## config.mk

```make
export PLATFORM = sky130hd
export DESIGN_NAME = ui_input_responder_flat
export DESIGN_NICKNAME = d
export VERILOG_FILES = /design/src/rtl/ui_input_responder_if.sv /design/src/rtl/ui_input_responder.sv /design/src/flat_wrapper.sv
export SDC_FILE = /design/constraint.sdc
export NUM_CORES = 1
export LEC_CHECK = 0
export ABC_CLOCK_PERIOD_IN_PS = 2250
export BUFFER_PORTS_ARGS = -buffer_cell sky130_fd_sc_hd__clkbuf_2
export CORE_UTILIZATION = 53
export DETAILED_ROUTE_END_ITERATION = 10
export PLACE_DENSITY = 0.89
export REMOVE_ABC_BUFFERS = 1
export SLEW_MARGIN = 20
export SYNTH_ARGS = -nofsm -noshare
export SYNTH_HDL_FRONTEND = slang
export SYNTH_SLANG_ARGS = --single-unit
```

## constraint.sdc

```tcl
create_clock -name clk -period 2.25 [get_ports clk]
set_clock_uncertainty 0.15 [all_clocks]
set_input_delay 0.1125 -clock clk [delete_from_list [all_inputs] [get_ports clk]]
set_output_delay 0.1125 -clock clk [all_outputs]
set_load 0.03 [all_outputs]
```

## src/rtl/ui_input_responder_if.sv

```systemverilog
// ui_input_responder_if
//   IO-bus view of the input responder, as seen between the IO controller
//   (master) and the responder (slave).
//
//   Handshake: rdEn and wrtEn are single-cycle strobes with no back-pressure.
//   The responder is always ready: a load or store is accepted on the rising
//   edge where its strobe is high. dataOut and hit are combinational from addr
//   and the current register state, so read data is valid in the same cycle
//   as the load strobe, before the edge that applies any read side effect.
//
//   Signals:
//     addr    master -> slave  bus address
//     rdEn    master -> slave  load strobe
//     wrtEn   master -> slave  store strobe
//     dataIn  master -> slave  store data
//     dataOut slave -> master  read data
//     hit     slave -> master  address decodes to one of this block's registers
interface ui_input_responder_if #(
    parameter int DBITS = 32
);
    logic [DBITS-1:0] addr;
    logic             rdEn;
    logic             wrtEn;
    logic [DBITS-1:0] dataIn;
    logic [DBITS-1:0] dataOut;
    logic             hit;

    modport master (
        output addr, rdEn, wrtEn, dataIn,
        input  dataOut, hit
    );

    modport slave (
        input  addr, rdEn, wrtEn, dataIn,
        output dataOut, hit
    );
endinterface

```

## src/rtl/ui_input_responder.sv

```systemverilog
// ui_input_responder
//   Memory-mapped responder for the board keys and switches. Raw pins are
//   synchronized (two flops), debounced with one shared counter per device
//   group, and turned into sticky ready/overrun status with a per-device
//   interrupt enable.
//
//   Ports:
//     clk      system clock, all state on the rising edge
//     reset_n  asynchronous active-low reset
//     bus      IO bus slave (addr, rdEn, wrtEn, dataIn, dataOut, hit)
//     KEY      raw keys, active-low (pressed = 0)
//     SW       raw switches
//     irq      (kready & kie) | (sready & sie)
//
//   Register map:
//     ADDR_KEY    KDATA  = ~keyStable in [3:0]; a load clears kready
//     ADDR_SW     SDATA  = swStable in [9:0];   a load clears sready
//     ADDR_KCTRL  {ie[8], over[2], ready[0]}; store may clear ready/over, sets ie
//     ADDR_SCTRL  same layout for the switches
module ui_input_responder #(
    parameter int                 DBITS           = 32,
    parameter logic [DBITS-1:0]   ADDR_KEY        = 32'hF0000010,
    parameter logic [DBITS-1:0]   ADDR_SW         = 32'hF0000014,
    parameter logic [DBITS-1:0]   ADDR_KCTRL      = 32'hF0000110,
    parameter logic [DBITS-1:0]   ADDR_SCTRL      = 32'hF0000114,
    parameter int                 DEBOUNCE_CYCLES = 500000,
    parameter int                 CNT_BITS        = 20
) (
    input  logic                  clk,
    input  logic                  reset_n,
    ui_input_responder_if.slave   bus,
    input  logic [3:0]            KEY,
    input  logic [9:0]            SW,
    output logic                  irq
);

    localparam logic [CNT_BITS-1:0] CNT_MAX = CNT_BITS'(DEBOUNCE_CYCLES - 1);

    // Key group: resets to all-released (1s) so no spurious press at startup.
    logic [3:0]          keyS1, keyS2, keyPrev, keyStable;
    logic [CNT_BITS-1:0] keyCnt;
    // Switch group.
    logic [9:0]          swS1, swS2, swPrev, swStable;
    logic [CNT_BITS-1:0] swCnt;

    logic kready, kover, kie;
    logic sready, sover, sie;

    // Address decode.
    logic selKey, selSw, selKctrl, selSctrl;
    assign selKey   = (bus.addr == ADDR_KEY);
    assign selSw    = (bus.addr == ADDR_SW);
    assign selKctrl = (bus.addr == ADDR_KCTRL);
    assign selSctrl = (bus.addr == ADDR_SCTRL);

    // ------------------------------------------------------------------
    // Debounce. The counter only advances while the synchronized value has
    // held still for a cycle and differs from the accepted value; any
    // movement restarts it. The accept condition is exported so the event
    // is raised on the same edge that updates the stable value.
    // ------------------------------------------------------------------
    logic keyAccept, swAccept;
    assign keyAccept = (keyS2 == keyPrev) && (keyS2 != keyStable) && (keyCnt == CNT_MAX);
    assign swAccept  = (swS2 == swPrev) && (swS2 != swStable) && (swCnt == CNT_MAX);

    always_ff @(posedge clk or negedge reset_n) begin
        if (!reset_n) begin
            keyS1     <= 4'hF;
            keyS2     <= 4'hF;
            keyPrev   <= 4'hF;
            keyStable <= 4'hF;
            keyCnt    <= '0;
        end else begin
            keyS1   <= KEY;
            keyS2   <= keyS1;
            keyPrev <= keyS2;
            if ((keyS2 != keyPrev) || (keyS2 == keyStable)) begin
                keyCnt <= '0;
            end else if (keyCnt == CNT_MAX) begin
                keyStable <= keyS2;
                keyCnt    <= '0;
            end else begin
                keyCnt <= keyCnt + 1'b1;
            end
        end
    end

    always_ff @(posedge clk or negedge reset_n) begin
        if (!reset_n) begin
            swS1     <= '0;
            swS2     <= '0;
            swPrev   <= '0;
            swStable <= '0;
            swCnt    <= '0;
        end else begin
            swS1   <= SW;
            swS2   <= swS1;
            swPrev <= swS2;
            if ((swS2 != swPrev) || (swS2 == swStable)) begin
                swCnt <= '0;
            end else if (swCnt == CNT_MAX) begin
                swStable <= swS2;
                swCnt    <= '0;
            end else begin
                swCnt <= swCnt + 1'b1;
            end
        end
    end

    // ------------------------------------------------------------------
    // Events: a key event is a new press only (stable bit 1 -> 0);
    // any accepted switch change is a switch event.
    // ------------------------------------------------------------------
    logic kev, sev;
    assign kev = keyAccept && (|(keyStable & ~keyS2));
    assign sev = swAccept;

    // Clear sources: reading the data register, or a control store with
    // bit 0 low. Over is cleared only by a control store with bit 2 low.
    logic kclr, sclr, kctrlWr, sctrlWr, koverClr, soverClr;
    assign kctrlWr  = bus.wrtEn && selKctrl;
    assign sctrlWr  = bus.wrtEn && selSctrl;
    assign kclr     = (bus.rdEn && selKey) || (kctrlWr && !bus.dataIn[0]);
    assign sclr     = (bus.rdEn && selSw)  || (sctrlWr && !bus.dataIn[0]);
    assign koverClr = kctrlWr && !bus.dataIn[2];
    assign soverClr = sctrlWr && !bus.dataIn[2];

    // An event always wins over a same-cycle clear; over is only set when an
    // unconsumed ready is overwritten.
    always_ff @(posedge clk or negedge reset_n) begin
        if (!reset_n) begin
            kready <= 1'b0;
            kover  <= 1'b0;
            kie    <= 1'b0;
            sready <= 1'b0;
            sover  <= 1'b0;
            sie    <= 1'b0;
        end else begin
            kready <= kev || (kready && !kclr);
            kover  <= (kev && kready && !kclr) || (kover && !koverClr);
            sready <= sev || (sready && !sclr);
            sover  <= (sev && sready && !sclr) || (sover && !soverClr);
            if (kctrlWr) kie <= bus.dataIn[8];
            if (sctrlWr) sie <= bus.dataIn[8];
        end
    end

    assign irq = (kready && kie) || (sready && sie);

    // ------------------------------------------------------------------
    // Read mux.
    // ------------------------------------------------------------------
    logic [DBITS-1:0] rdData;

    always_comb begin
        rdData = '0;
        if (selKey) begin
            rdData[3:0] = ~keyStable;
        end else if (selSw) begin
            rdData[9:0] = swStable;
        end else if (selKctrl) begin
            rdData[8] = kie;
            rdData[2] = kover;
            rdData[0] = kready;
        end else if (selSctrl) begin
            rdData[8] = sie;
            rdData[2] = sover;
            rdData[0] = sready;
        end
    end

    assign bus.dataOut = rdData;
    assign bus.hit     = selKey || selSw || selKctrl || selSctrl;

endmodule
```

## src/flat_wrapper.sv

```systemverilog
// flat-port wrapper written by rule: the top's interface ports become plain ports
module ui_input_responder_flat 
#(
    parameter int                 DBITS           = 32,
    parameter logic [DBITS-1:0]   ADDR_KEY        = 32'hF0000010,
    parameter logic [DBITS-1:0]   ADDR_SW         = 32'hF0000014,
    parameter logic [DBITS-1:0]   ADDR_KCTRL      = 32'hF0000110,
    parameter logic [DBITS-1:0]   ADDR_SCTRL      = 32'hF0000114,
    parameter int                 DEBOUNCE_CYCLES = 500000,
    parameter int                 CNT_BITS        = 20
)
  (clk, reset_n, KEY, SW, irq, bus_addr, bus_rdEn, bus_wrtEn, bus_dataIn, bus_dataOut, bus_hit);
  ui_input_responder_if #(.DBITS(DBITS)) bus_i ();
  input  logic clk;
  input  logic reset_n;
  input  logic [3:0] KEY;
  input  logic [9:0] SW;
  output logic irq;
  input wire logic [$bits(bus_i.addr)-1:0] bus_addr;
  input wire logic [$bits(bus_i.rdEn)-1:0] bus_rdEn;
  input wire logic [$bits(bus_i.wrtEn)-1:0] bus_wrtEn;
  input wire logic [$bits(bus_i.dataIn)-1:0] bus_dataIn;
  output wire logic [$bits(bus_i.dataOut)-1:0] bus_dataOut;
  output wire logic [$bits(bus_i.hit)-1:0] bus_hit;
  assign bus_i.addr = bus_addr;
  assign bus_i.rdEn = bus_rdEn;
  assign bus_i.wrtEn = bus_wrtEn;
  assign bus_i.dataIn = bus_dataIn;
  assign bus_dataOut = bus_i.dataOut;
  assign bus_hit = bus_i.hit;
  ui_input_responder #(.DBITS(DBITS), .ADDR_KEY(ADDR_KEY), .ADDR_SW(ADDR_SW), .ADDR_KCTRL(ADDR_KCTRL), .ADDR_SCTRL(ADDR_SCTRL), .DEBOUNCE_CYCLES(DEBOUNCE_CYCLES), .CNT_BITS(CNT_BITS)) u_core (.clk(clk), .reset_n(reset_n), .bus(bus_i), .KEY(KEY), .SW(SW), .irq(irq));
endmodule
```

---- Yosys cells after proc, flatten, opt, wreduce, memory -nomap -nowiden ----
Cells that the tools add are included.
Widths: inputs -> output; s select.
operators by class
  add/sub/neg operators ................... 2
  equality and inequality tests ........... 14
  multiplexer cells ....................... 18
  bitwise operators ....................... 5
  reduce and logical (&&, ||, !) cells .... 44
operators with widths
  cell                   number
  $eq 32x32->1 const B   4
  $mux 20                4
  $add 20x1->20 const B  2
  $eq 20x19->1 const B   2
  $logic_and 1x1->1      23
  $eq 10x10->1           2
  $ne 10x10->1           2
  $logic_or 1x1->1       12
  $mux 1                 11
  $eq 4x4->1             2
  $ne 4x4->1             2
  $not 4->4              2
  $logic_not 1->1        6
  $mux 6                 1
  $mux 5                 1
  $and 4x4->4            1
  $mux 4                 1
  $reduce_and 2->1       2
  $reduce_or 4->1        1
  $not 1->1              2
word-level totals
  register bits ........................... 102
  output and inout port bits .............. 34

---- Depth between registers and ports, before layout ----
  depth in word-level cells ............... 7
  depth in mapped cells ................... 9

---- Worst setup path after synthesis ----
No wires, ideal clock.
  path kind ............................... in2out
  start ................................... input bus_addr[15]
  end ..................................... output bus_dataOut[0]
  data arrival time ....................... 1.763 ns
  required time ........................... 1.987 ns
  setup slack ............................. 0.224 ns
  stages .................................. 5
  path through ............................ nor4_1 -> nand4_1 -> or3_4 -> buf_6 -> a211oi_1
between the ends
  longest elaborated chain between the ends .. 5
  elaborated cells between the ends (all ways) .. 8
  classes of those cells .................. 4 x eq/ne; 4 x mux
ends and longest elaborated chain
  element          RTL line                   text
  start, declared  flat_wrapper.sv:19         input wire logic [$bits(bus_i.addr)-1:0] bus_addr;
  $eq 32x32->1     ui_input_responder.sv:54   assign selSctrl = (bus.addr == ADDR_SCTRL);
  $mux 1           ui_input_responder.sv:165  end else if (selSctrl) begin
  $mux 1           ui_input_responder.sv:161  end else if (selKctrl) begin
  $mux 1           ui_input_responder.sv:159  end else if (selSw) begin
  $mux 4 (*)       ui_input_responder.sv:157  if (selKey) begin
  end, declared    flat_wrapper.sv:23         output wire logic [$bits(bus_i.dataOut)-1:0] bus_dataOut;
Every way passes the cells marked *; elsewhere a longest branch is shown, timed or not.

---- Worst setup path after layout ----
  start ................................... register u_core.keyS2[0]
  end ..................................... register u_core.keyStable[0]
between the ends
  longest elaborated chain between the ends .. 4
  elaborated cells between the ends (all ways) .. 5
  classes of those cells .................. 2 x eq/ne; 1 x bitwise; 2 x reduce/logical
ends and longest elaborated chain
  element                                   RTL line                  text
  start, declared                           ui_input_responder.sv:40  logic [3:0] keyS1, keyS2, keyPrev, keyStable;
  start signal, assigned                    ui_input_responder.sv:75  keyS2 <= keyS1;
  $ne 4x4->1 or $eq 4x4->1 (tied branches)  ui_input_responder.sv:77  if ((keyS2 != keyPrev) || (keyS2 == keyStable)) begin
  $logic_or 1x1->1                          ui_input_responder.sv:77
  $not 1->1 (no line)                       n/a
  $reduce_and 2->1 (no line)                n/a
  end signal, assigned                      ui_input_responder.sv:80  keyStable <= keyS2;
  end, declared                             ui_input_responder.sv:40
Several ways; a longest one is shown, not always the timed one.
A chain may end at the register's enable or synchronous reset.

==> results.yml <==
place:
  dpl.hpwl_mm: 6.02
  dp_worst_setup_slack_ns: 0.0964
  place_congestion: 0.799
  io_buffers: 64
floorplan:
  die_area_sq_mm: 0.00927
  start_util_pct: 54.3
  rows: 34
  die_h_microns: 96.3
  pin_count: 116
  coreArea_sq_mm: 0.00868
  die-width_microns: 96.3
clock_tree:
  cts_htree_levels: 3
  cts_made_buffers: 9
  clk_pin_slew_ns: 0.10
  cts-root-buf: "clkbuf_8"
  worstSkewPairLatency_ns: 0.37
  cts_tree: "done"
  cts_num_sinks: 102
  cts.path.max_buffers: 2
synthesis:
  syn_area_per_cell_sq_um: 11.5
  ys_seq_area_share_pct: 54.6
  yosysMostFrequentCell: "dfrtp_1"
  ys_warn_count: 0
  yosysTopAreaCell: "dfrtp_1"
  ys_seq_elements: 102
  synth_top_cell_area_share_pct: 45.7
  synthArstFlopShare_pct: 100
  synth_commonest_cells: "dfrtp_1 (86), nor2_1 (56), xnor2_1 (38), buf_4 (22), xor2_1 (22)"
  yosys.cell_types.count: 48
  synth_edf_count: 0
  yosys-top-cells-area: "dfrtp_1 (46%), dfstp_2 (8.9%), xnor2_1 (7.1%), nor2_1 (4.5%), xor2_1 (4.1%)"
  synthCells: 409
  ys.flop_type: "dfrtp_1"
  synthesis.area_sq_mm: 0.00471
status:
  status: "finished, final reports clean"
drt:
  drtIter0Drc: 138
  via_count: 3252
  dr.pass1.iters: 4
  routed_wl_mm: 8.77
  drc_errors: 0
  wl_per_cell_microns: 14.2
  vias_per_cell: 5.26
  ant_nets: 0
timing:
  period_needed_ns: 2.14
  finalCritPeriodShare_pct: 95.3
  setup_viol: 0
  relSlewSlack_pct: 59.0
  setup_slack_ns: 0.105
  max_freq_mhz: 466
  worst_slew_pin_slew_ns: 0.615
  drv_slew: 0
  hold_viol: 0
setup_path:
  arrival_ns: 2.30
  required_ns: 2.41
  cp-end-kind: "flip-flop"
  start_kind: "flip-flop"
  cp_max_fo: 6
  r2r.worst_path.cells: 6
  reg2reg_from: "u_core.keyS2[0]"
  crit_type: "flip-flop to flip-flop"
  worstSetupStartpoint: "u_core.keyS2[0]"
layout:
  nNetsFinal: 593
  area_delta_synth_final_pct: 17.4
  antenna_cells: 0
  nFillCells: 628
  drive_gt1_share_pct: 26.7
  fin_util_pct: 63.8
global_routing:
  grt_max_degree: 51
  grtUsageTotal_pct: 20.9
  grt-ovfl-total: 0
  grt_pass1_wl_mm: 14.4
  first_global_vias: 3202
  antenna_found_initial: 0
power_and_ir_drop:
  p_leak_uw: 0.00249
  p_per_area_mw_per_mm2: 593
  ir_drop_uv: 310
min_path:
  hold-path-cell-count: 3
  hold_path.class: "input pin to flip-flop"
  hold_start: "bus_addr[2]"
run:
  drv_cap: 0
[kinds of logic (layout without fill, tap and decap cells)]
group | count (synthesis) | after routing | synth area share, %
AO/OA/AOI/OAI | 17 | 17 | 3.08
XOR/XNOR | 60 | 60 | 11.2
adder cells (fa/ha/maj) | 6 | 6 | 1.59
buffers and inverters | 48 | 128 | 6.29
flip-flops | 102 | 102 | 54.6
multiplexers | 19 | 19 | 5.18
other | 1 | 22 | 0.0796
AND/OR/NAND/NOR | 156 | 156 | 18.0
[per-layer routing]
layer	GRT usage (%)	vias to the layer above	share of wire, %
met2	36.1	110	50
met1	25.8	1598	43
met5	0	-	0
met4	5.51	0	1.4
li1	-	1530	-
met3	5.69	14	6.3
[timing repair]
item	4_1_cts	5_1_grt
buffers inserted	0	1
endpoints found under the hold margin	65	0
gates resized for setup	0	4
setup endpoints to repair	0	25
hold buffers	18	0
[state kept, by name, summed over array words and instances (netlist names)]
name              cells
u_core.keyCnt        20
u_core.swCnt         20
u_core.swPrev        10
u_core.swS1          10
u_core.swS2          10
u_core.swStable      10
u_core.keyPrev        4
u_core.keyS1          4
u_core.keyS2          4
u_core.keyStable      4
u_core.kie            1
u_core.kover          1
u_core.kready         1
u_core.sie            1
u_core.sover          1
u_core.sready         1
[cells in the final DEF (no fill, tap or decap), drive strengths merged]
cell type and n:
dfrtp 86, clkbuf 72, nor2 56, xnor2 38, xor2 22, conb 22, inv 20, dlygate4sd3 18
nand2 18, dfstp 16, nor4 16, nand3 16, mux2 16, buf 15, nor3 13, nand4 11
and2 6, ha 6, and4 6, a211oi 4, mux2i 3, a21oi 3, o31ai 3, or3 3
nor4b 3, and3 2, clkinv 2, or2 2, nand2b 2, a41oi 1, nand3b 1, nor2b 1
a31oi 1, o311ai 1, o22ai 1, o41ai 1, o21ai 1, a22o 1, clkinvlp 1
[metrics by stage]
stage	TNS (ns)	instance area (sq um)	instances	total power [uW]	hold slack [ns]
floorplan	0	4550	398	2040	-0.333
global placement	0	5130	583	2150	0.00738
detailed placement	0	5130	583	2160	0.0152
CTS	0	5520	617	3310	0.0230
global route	-0.0122	5530	618	3420	0.0478
finish	0	5530	618	3280	0.0402
[where the power goes]
| group | internal, uW | switching [uW] |
|---|---|---|
| Clock | 440 | 695 |
| Combinational | 98.0 | 143 |
| Sequential | 1880 | 25.6 |
[worst paths after layout]
path,to,slack [ns]
worst max-delay path,u_core.keyStable[0],0.11
worst min-delay path,u_core.kover,0.04
worst max register to register,u_core.keyStable[0],0.11
worst min register to register,u_core.swS2[7],0.19
max in group asynchronous,u_core.swS1[7],1.17
min in group asynchronous,u_core.keyCnt[2],0.15
[area by class of cell]
class	instances	area, sq um	share of cell area [%]
sequential	102	2570	46.5
multi-input combinational	280	1930	34.8
timing repair buffer	96	637	11.5
tap	108	135	2.44
clock buffer	9	124	2.24
clock inverter	7	77.6	1.40
inverter	16	60.1	1.09
[critical path, cell delays in order, from the launching register on]
cell      delay (ns)
dfstp_2         0.57
inv_1           0.05
ha_1            0.27
a41oi_1         0.17
nand4_1         0.20
nand2b_2        0.34
mux2_4          0.33
No activity file was read; power rests on OpenSTA's default activity.
